File: config.mk
export PLATFORM = sky130hd
export DESIGN_NAME = fetch_stage_flat
export DESIGN_NICKNAME = d
export VERILOG_FILES = /design/src/rtl/riscv_pkg.sv /design/src/rtl/fetch_stage_if.sv /design/src/rtl/fetch_stage_if_id_reg.sv /design/src/rtl/fetch_stage.sv /design/src/flat_wrapper.sv
export SDC_FILE = /design/constraint.sdc
export NUM_CORES = 1
export LEC_CHECK = 0
export CAP_MARGIN = 15
export CORE_MARGIN = 4
export CORE_UTILIZATION = 40
export CTS_CLUSTER_DIAMETER = 80
export CTS_CLUSTER_SIZE = 8
export DETAILED_ROUTE_END_ITERATION = 10
export GPL_ROUTABILITY_DRIVEN = 0
export GPL_TIMING_DRIVEN = 0
export PLACE_DENSITY = 0.76
export SETUP_SLACK_MARGIN = 0.4
export SLEW_MARGIN = 20
export SYNTH_ARGS = -nofsm -noshare
export SYNTH_HDL_FRONTEND = slang
export SYNTH_SLANG_ARGS = --single-unit
File: constraint.sdc
create_clock -name clk -period 1.7 [get_ports clk]
set_input_delay 0.34 -clock clk [delete_from_list [all_inputs] [get_ports clk]]
set_output_delay 0.34 -clock clk [all_outputs]
set_load 0.005 [all_outputs]
File: src/rtl/riscv_pkg.sv
// Shared RV32I pipeline definitions: word width, the bubble instruction,
// the default reset PC and the IF/ID pipeline register layout.
package riscv_pkg;

   localparam int XLEN = 32;

   // addi x0,x0,0 -- architectural no-op used as a pipeline bubble
   localparam logic [XLEN-1:0] NOP_INSTR_DEF = 32'h0000_0013;

   // Default PC after reset; must be word-aligned
   localparam logic [XLEN-1:0] RESET_PC_DEF  = 32'h0000_0000;

   // IF/ID register contents, shared with decode
   typedef struct packed {
      logic [XLEN-1:0] pc;
      logic [XLEN-1:0] pc4;
      logic [XLEN-1:0] instr;
      logic            valid;
   } if_id_t;

   // Bubble value written into IF/ID on reset and flush
   function automatic if_id_t if_id_bubble(input logic [XLEN-1:0] nop);
      if_id_t b;
      b.pc    = '0;
      b.pc4   = '0;
      b.instr = nop;
      b.valid = 1'b0;
      return b;
   endfunction

endpackage

File: src/rtl/fetch_stage_if.sv
// Instruction-memory port of the fetch stage. The memory answers
// combinationally: imem_instr_i is valid in the same cycle as imem_addr_o.
import riscv_pkg::*;

interface fetch_stage_if;

   logic [XLEN-1:0] imem_addr_o;
   logic [XLEN-1:0] imem_instr_i;

   // Fetch side drives the address and receives the instruction
   modport master (output imem_addr_o, input imem_instr_i);

   // Memory side returns the instruction for the presented address
   modport slave  (input imem_addr_o, output imem_instr_i);

endinterface

File: src/rtl/fetch_stage_if_id_reg.sv
// IF/ID pipeline register with hold (stall) and clear-to-bubble (flush).
// Priority: reset > clear > hold > load.
import riscv_pkg::*;

module if_id_reg #(
   parameter logic [XLEN-1:0] NOP_INSTR = NOP_INSTR_DEF
) (
   input  logic   clk,
   input  logic   reset,
   input  logic   hold,
   input  logic   clear,
   input  if_id_t d,
   output if_id_t q
);

   // Pipeline register: bubble on reset/clear, keep on hold, else capture
   always_ff @(posedge clk) begin
      // NOTE: sequential state uses non-blocking assignments only, so every
      // register samples pre-edge values regardless of process order.
      if (reset) begin
         q <= if_id_bubble(NOP_INSTR);
      end else if (clear) begin
         q <= if_id_bubble(NOP_INSTR);
      end else if (!hold) begin
         q <= d;
      end
   end

endmodule

File: src/rtl/fetch_stage.sv
// IF stage of the 5-stage RV32I pipeline: owns the PC, drives the fetch
// address and loads the IF/ID register. Redirect (flush) beats stall.
// Optional build macro FETCH_PERF_CNT_EN adds fetch/bubble counters.
import riscv_pkg::*;

module fetch_stage #(
   parameter logic [XLEN-1:0] RESET_PC  = RESET_PC_DEF,
   parameter logic [XLEN-1:0] NOP_INSTR = NOP_INSTR_DEF
) (
   input  logic               clk,
   input  logic               reset,
   input  logic               stall_i,
   input  logic               flush_i,
   input  logic [XLEN-1:0]    redirect_pc_i,
   fetch_stage_if.master      imem,
   output logic [XLEN-1:0]    if_id_pc_o,
   output logic [XLEN-1:0]    if_id_pc4_o,
   output logic [XLEN-1:0]    if_id_instr_o,
   output logic               if_id_valid_o
`ifdef FETCH_PERF_CNT_EN
   ,
   output logic [XLEN-1:0]    fetch_count_o,
   output logic [XLEN-1:0]    bubble_count_o
`endif
);

   logic [XLEN-1:0] pc;
   logic [XLEN-1:0] pc_plus4;
   logic [XLEN-1:0] redirect_aligned;
   if_id_t          if_id_d;
   if_id_t          if_id_q;

   // Word-align the target: the two low bits are simply masked off
   assign redirect_aligned = redirect_pc_i & ~32'h3;
   // Wraps modulo 2^32 at the top of the address space
   assign pc_plus4         = pc + 32'd4;

   // Fetch address comes straight from the PC register
   assign imem.imem_addr_o = pc;

   // Next IF/ID contents on a normal advance
   always_comb begin
      // NOTE: every always_comb output gets a default first so no path can
      // leave it unassigned and infer a latch.
      if_id_d       = if_id_bubble(NOP_INSTR);
      if_id_d.pc    = pc;
      if_id_d.pc4   = pc_plus4;
      if_id_d.instr = imem.imem_instr_i;
      if_id_d.valid = 1'b1;
   end

   // Program counter: reset, redirect, hold or advance
   always_ff @(posedge clk) begin
      if (reset) begin
         pc <= RESET_PC;
      end else if (flush_i) begin
         pc <= redirect_aligned;
      end else if (!stall_i) begin
         pc <= pc_plus4;
      end
   end

   if_id_reg #(
      .NOP_INSTR (NOP_INSTR)
   ) u_if_id_reg (
      .clk   (clk),
      .reset (reset),
      .hold  (stall_i),
      .clear (flush_i),
      .d     (if_id_d),
      .q     (if_id_q)
   );

   assign if_id_pc_o    = if_id_q.pc;
   assign if_id_pc4_o   = if_id_q.pc4;
   assign if_id_instr_o = if_id_q.instr;
   assign if_id_valid_o = if_id_q.valid;

`ifdef FETCH_PERF_CNT_EN
   // Count normal advances and flush-inserted bubbles; stalls count nothing
   always_ff @(posedge clk) begin
      if (reset) begin
         fetch_count_o  <= '0;
         bubble_count_o <= '0;
      end else if (flush_i) begin
         bubble_count_o <= bubble_count_o + 32'd1;
      end else if (!stall_i) begin
         fetch_count_o  <= fetch_count_o + 32'd1;
      end
   end
`endif

endmodule
File: src/flat_wrapper.sv
// flat-port wrapper written by rule: the top's interface ports become plain ports
module fetch_stage_flat 
#(
   parameter logic [XLEN-1:0] RESET_PC  = RESET_PC_DEF,
   parameter logic [XLEN-1:0] NOP_INSTR = NOP_INSTR_DEF
)
  (clk, reset, stall_i, flush_i, redirect_pc_i, if_id_pc_o, if_id_pc4_o, if_id_instr_o, if_id_valid_o, imem_imem_addr_o, imem_imem_instr_i);
  fetch_stage_if imem_i ();
  input  logic clk;
  input  logic reset;
  input  logic stall_i;
  input  logic flush_i;
  input  logic [XLEN-1:0] redirect_pc_i;
  output logic [XLEN-1:0] if_id_pc_o;
  output logic [XLEN-1:0] if_id_pc4_o;
  output logic [XLEN-1:0] if_id_instr_o;
  output logic if_id_valid_o;
  output wire logic [$bits(imem_i.imem_addr_o)-1:0] imem_imem_addr_o;
  input wire logic [$bits(imem_i.imem_instr_i)-1:0] imem_imem_instr_i;
  assign imem_imem_addr_o = imem_i.imem_addr_o;
  assign imem_i.imem_instr_i = imem_imem_instr_i;
  fetch_stage #(.RESET_PC(RESET_PC), .NOP_INSTR(NOP_INSTR)) u_core (.clk(clk), .reset(reset), .stall_i(stall_i), .flush_i(flush_i), .redirect_pc_i(redirect_pc_i), .imem(imem_i), .if_id_pc_o(if_id_pc_o), .if_id_pc4_o(if_id_pc4_o), .if_id_instr_o(if_id_instr_o), .if_id_valid_o(if_id_valid_o));
endmodule
==> run summary <==
DETAILED ROUTING
------------------------------------------------------------------------------------------
Detailed router's first-iteration violation count                                      601
Number of remaining DRC errors                                                           0
Wire length per cell                                                               21.0 um
Vias post-DR                                                                          6159
Drt pass-1 iters                                                                         6
Detail Route Antenna Nets                                                                0
Post-Route WL                                                                      23.4 mm
Via-to-Cell Ratio                                                                     5.53

POWER AND IR DROP
------------------------------------------------------------------------------------------
Worst vdd ir                                                                        678 uV
Share of power burned in combinational logic                                         15.2%
Post-layout power                                                                  8.16 mW
Proportion of power drawn by flip-flops and latches                                  37.9%
Net switching share of the total power                                               24.6%
Internal power                                                                     6.16 mW
Power density of the placed cells                                               839 mW/mm2
Part of the power in the clock network                                               46.9%
Switching power                                                                    2.00 mW
Total leakage power                                                                4.60 nW

TIMING
------------------------------------------------------------------------------------------
Number of failing setup endpoints in the final timing report                            32
Achievable frequency                                                             0.530 GHz
Number of pins exceeding their max-slew limit in the final report                        0
Transition time of the tightest slew-check pin                                      635 ps
Post-Route Hold Slack                                                               434 ps
Fin crit period                                                                    1890 ps
Final-report hold violation count                                                        0
Post-route setup slack                                                             -185 ps
Max-slew headroom at the worst pin                                                   57.7%
Final setup skew                                                                   11.9 ps
Share of the clock period used by the worst path after layout                         111%
Unrepaired setup endpoints after global routing                                        yes

CRITICAL PATH
------------------------------------------------------------------------------------------
Critical Path Source                                                          u_core.imem.imem_addr_o[6]
R2R Path End                                                                  u_core.u_if_id_reg.q[64]
Slowest cell on the critical path                                             sky130_fd_sc_hd__or4_4
Crit path DAT                                                                      2190 ps
Startpoint class of the critical path                                             register
CP top delay family                                                           simple AND/OR/NAND/NOR gates
Worst setup path class                                                          reg -> reg
RR Startpoint                                                                 u_core.imem.imem_addr_o[6]
List of cells traversed by the critical path                                  buf_6 -> nand3_4 -> or4_4 -> buf_12 -> nor4_4 -> xnor2_2 -> a21oi_1
Largest incremental delay on the critical path                                      560 ps
Slack of the worst reg-to-reg path                                                 -190 ps
R2r worst-path depth                                                                     7
Worst setup path endpoint                                                     u_core.u_if_id_reg.q[64]
Worst-path fanout max                                                                    5
Worst Setup End Kind                                                              register
Crit. path cell count                                                                    7
Combined buffer and inverter count along the critical path                               2
Worst EP required                                                                  2000 ps

CLOCK TREE
------------------------------------------------------------------------------------------
TritonCTS clock tree                                                                   yes
Clock-pin slew on the worst setup and hold paths                                     60 ps
Sinks on the clock net                                                                 123
Source-to-sink clock delay at the later pin of the worst-skew pair                  430 ps
Library cell used as clock root buffer                                        sky130_fd_sc_hd__clkbuf_16
Maximum level of the CTS H-tree                                                          4
Clk buf depth                                                                            2
TritonCTS buffer count                                                                  17
Hold-fix buffer count after cts                                                          0

YOSYS
------------------------------------------------------------------------------------------
Flip-flop and latch count after synthesis                                              123
Compound-Gate Fraction of Synth Area                                                 10.0%
Fraction of synthesized cell area in xor and xnor cells                              7.72%
Number of enable flip-flop cells after synthesis                                         0
Post-synthesis cell type count                                                          34
Gate count after technology mapping                                                    610
Simple-Gate Fraction of Synth Area                                                   17.9%
Sequential cell area fraction in the yosys report                                    46.2%
Post-synthesis area per instance                                                  8.75 um2
Fraction of synthesis flops using an asynchronous set or reset pin                      0%
Main flop type after synthesis                                                sky130_fd_sc_hd__dfxtp_1
Proportion of synthesized area in mux cells                                          12.2%
Count of synthesis-stage warnings from yosys                                             0
Share of synthesized cell area in full adder, half adder and majority cells         0.235%
Largest family of logic cells by synthesized area                             simple AND/OR/NAND/NOR gates
Netlist area before placement                                                  0.00534 mm2

GLOBAL ROUTE
------------------------------------------------------------------------------------------
Global-route wire length before repair                                             32.0 mm
Number of antenna violations at the first check in global routing                        1
Grt ovf                                                                                  0
Vias in the first global route                                                        6008
Largest net degree at the start of global routing                                       17
GRT Util Overall                                                                     27.5%

DIE
------------------------------------------------------------------------------------------
IO Count                                                                               197
Starting density of the core                                                         41.6%
Die outline width                                                                   123 um
Placement Rows                                                                          41
Core Box Area                                                                   0.0128 mm2
Die Footprint                                                                   0.0152 mm2
Vert. Die Dim                                                                       123 um

OUTCOME
------------------------------------------------------------------------------------------
Outcome                                                                       finished, violations left
Violations in the final reports                                               negative setup slack

FINAL LAYOUT
------------------------------------------------------------------------------------------
Multi-input gate area                                                          0.00322 mm2
Fillcell total                                                                         822
Total Nets Final                                                                       996
Share of final-layout standard cells stronger than drive strength 1                  52.0%
Most common cell after layout, fill and taps aside                            sky130_fd_sc_hd__nor2_1
Commonest non-fill, non-tap cells in the layout                               87 x sky130_fd_sc_hd__nor2_1, 81 x sky130_fd_sc_hd__dfxtp_2, 75 x sky130_fd_sc_hd__buf_6, 73 x sky130_fd_sc_hd__buf_4, 72 x sky130_fd_sc_hd__buf_2
Final non-filler cell total                                                           1113
Area added between synthesis and finish                                              82.3%
Register Area                                                                  0.00264 mm2

HOLD PATH
------------------------------------------------------------------------------------------
Hold WC Path Type                                                                in -> reg
Hold Path Depth                                                                          4

PLACEMENT
------------------------------------------------------------------------------------------
Post-placement cell count                                                              975
Port Buf Inserts                                                                       188
Detailed-placement wirelength estimate                                             13.0 mm

RUN
------------------------------------------------------------------------------------------
Max-cap violation count                                                                  0

[cells in the mapped netlist (4+ instances only)]
| cell type | count | share of area (%) |
|---|---|---|
| sky130_fd_sc_hd__nor2b_1 | 6 | 0.70 |
| sky130_fd_sc_hd__clkbuf_1 | 27 | 1.9 |
| sky130_fd_sc_hd__o21a_1 | 11 | 1.5 |
| sky130_fd_sc_hd__nand4_1 | 10 | 1.2 |
| sky130_fd_sc_hd__mux2i_1 | 65 | 12 |
| sky130_fd_sc_hd__nor2_1 | 91 | 6.4 |
| sky130_fd_sc_hd__buf_2 | 14 | 1.3 |
| sky130_fd_sc_hd__and4_1 | 4 | 0.66 |
| sky130_fd_sc_hd__inv_1 | 11 | 0.77 |
| sky130_fd_sc_hd__xor2_1 | 18 | 3.0 |
| sky130_fd_sc_hd__nand2_1 | 40 | 2.8 |
| sky130_fd_sc_hd__xnor2_1 | 29 | 4.8 |
| sky130_fd_sc_hd__a21oi_1 | 53 | 5.0 |
| sky130_fd_sc_hd__buf_1 | 10 | 0.70 |
| sky130_fd_sc_hd__nor3_1 | 16 | 1.5 |
| sky130_fd_sc_hd__nand3_1 | 12 | 1.1 |
| sky130_fd_sc_hd__and3_1 | 7 | 0.82 |
| sky130_fd_sc_hd__dfxtp_1 | 123 | 46 |
| sky130_fd_sc_hd__nor4_1 | 8 | 0.94 |
| sky130_fd_sc_hd__buf_4 | 7 | 0.98 |
| sky130_fd_sc_hd__o22ai_1 | 8 | 0.94 |
| sky130_fd_sc_hd__o21ai_0 | 25 | 2.3 |
[final cells by class]
class                      count  area share [%]
multi-input combinational    423            33.1
sequential                   123            27.1
clock buffer                  25            5.20
inverter                      11           0.424
tap                          172            2.21
buffer                        58            5.54
antenna                        1          0.0257
clock inverter                 7            1.13
timing repair buffer         293            25.3
[tightest hold or removal path, delay by kind of cell]
kind                   cells  cell delay, ps
AOI/OAI and AO/OA          2             160
buffers and inverters      1             180
and+or+nand+nor            1             140
[repair_timing]
item                       4_1_cts  5_1_grt
pin swaps                       52       37
buffers inserted                58       44
setup endpoints to repair      246      203
cloned                           3        0
gates resized for setup        604      149
[stage by stage]
| stage | instance area [um2] | setup WS (ps) | utilization (%) | setup TNS (ps) |
|---|---|---|---|---|
| 5_1_grt | 9730 | -221 | 75.9 | -4560 |
| 2_1_floorplan | 5720 | 1.94 | - | 0 |
| 3_3_place_gp | 7820 | -734 | 60.9 | -57480 |
| 3_5_place_dp | 7820 | -760 | 60.9 | -59940 |
| 6_report | 9730 | -185 | 75.9 | -2970 |
| 4_1_cts | 9410 | -95.2 | 73.4 | -505 |
[worst min-delay path by stage]
| stage | from | end | slack (ps) |
|---|---|---|---|
| 2_1_floorplan | u_core.u_if_id_reg.q[0] | u_core.u_if_id_reg.q[0] | 450 |
| 3_3_place_gp | u_core.u_if_id_reg.q[0] | u_core.u_if_id_reg.q[0] | 430 |
| 3_5_place_dp | u_core.u_if_id_reg.q[0] | u_core.u_if_id_reg.q[0] | 440 |
| 4_1_cts | u_core.u_if_id_reg.q[0] | u_core.u_if_id_reg.q[0] | 450 |
| 5_1_grt | flush_i | u_core.u_if_id_reg.q[51] | 450 |
| 6_report | flush_i | u_core.u_if_id_reg.q[46] | 430 |
[registers in the layout (all words and copies together), names as in the netlist]
name / count
u_core.u_if_id_reg.q: 93
u_core.imem.imem_addr_o: 30
[power groups by stage]
stage | clock, mW | sequential [mW] | combinational, mW
floorplan | 0 | 3.16 | 0.431
global placement | 0 | 3.17 | 0.911
detailed placement | 0 | 3.18 | 0.929
CTS | 3.79 | 3.08 | 1.08
global route | 3.97 | 3.10 | 1.31
finish | 3.83 | 3.09 | 1.24
[kinds of logic after synthesis]
kind of cell	after synthesis
AND/OR/NAND/NOR	205
XOR/XNOR	47
buffers and inverters	69
multiplexers	65
AO/OA/AOI/OAI	99
other	1
adder cells (fa/ha/maj)	1
flip-flops	123
[per-layer routing]
layer,share of wire [%],GRT usage (%)
met5,0,0
met4,5.5,14.0
met3,10,7.00
met2,48,45.8
met1,36,32.8
(Power assumes the default switching activity.)
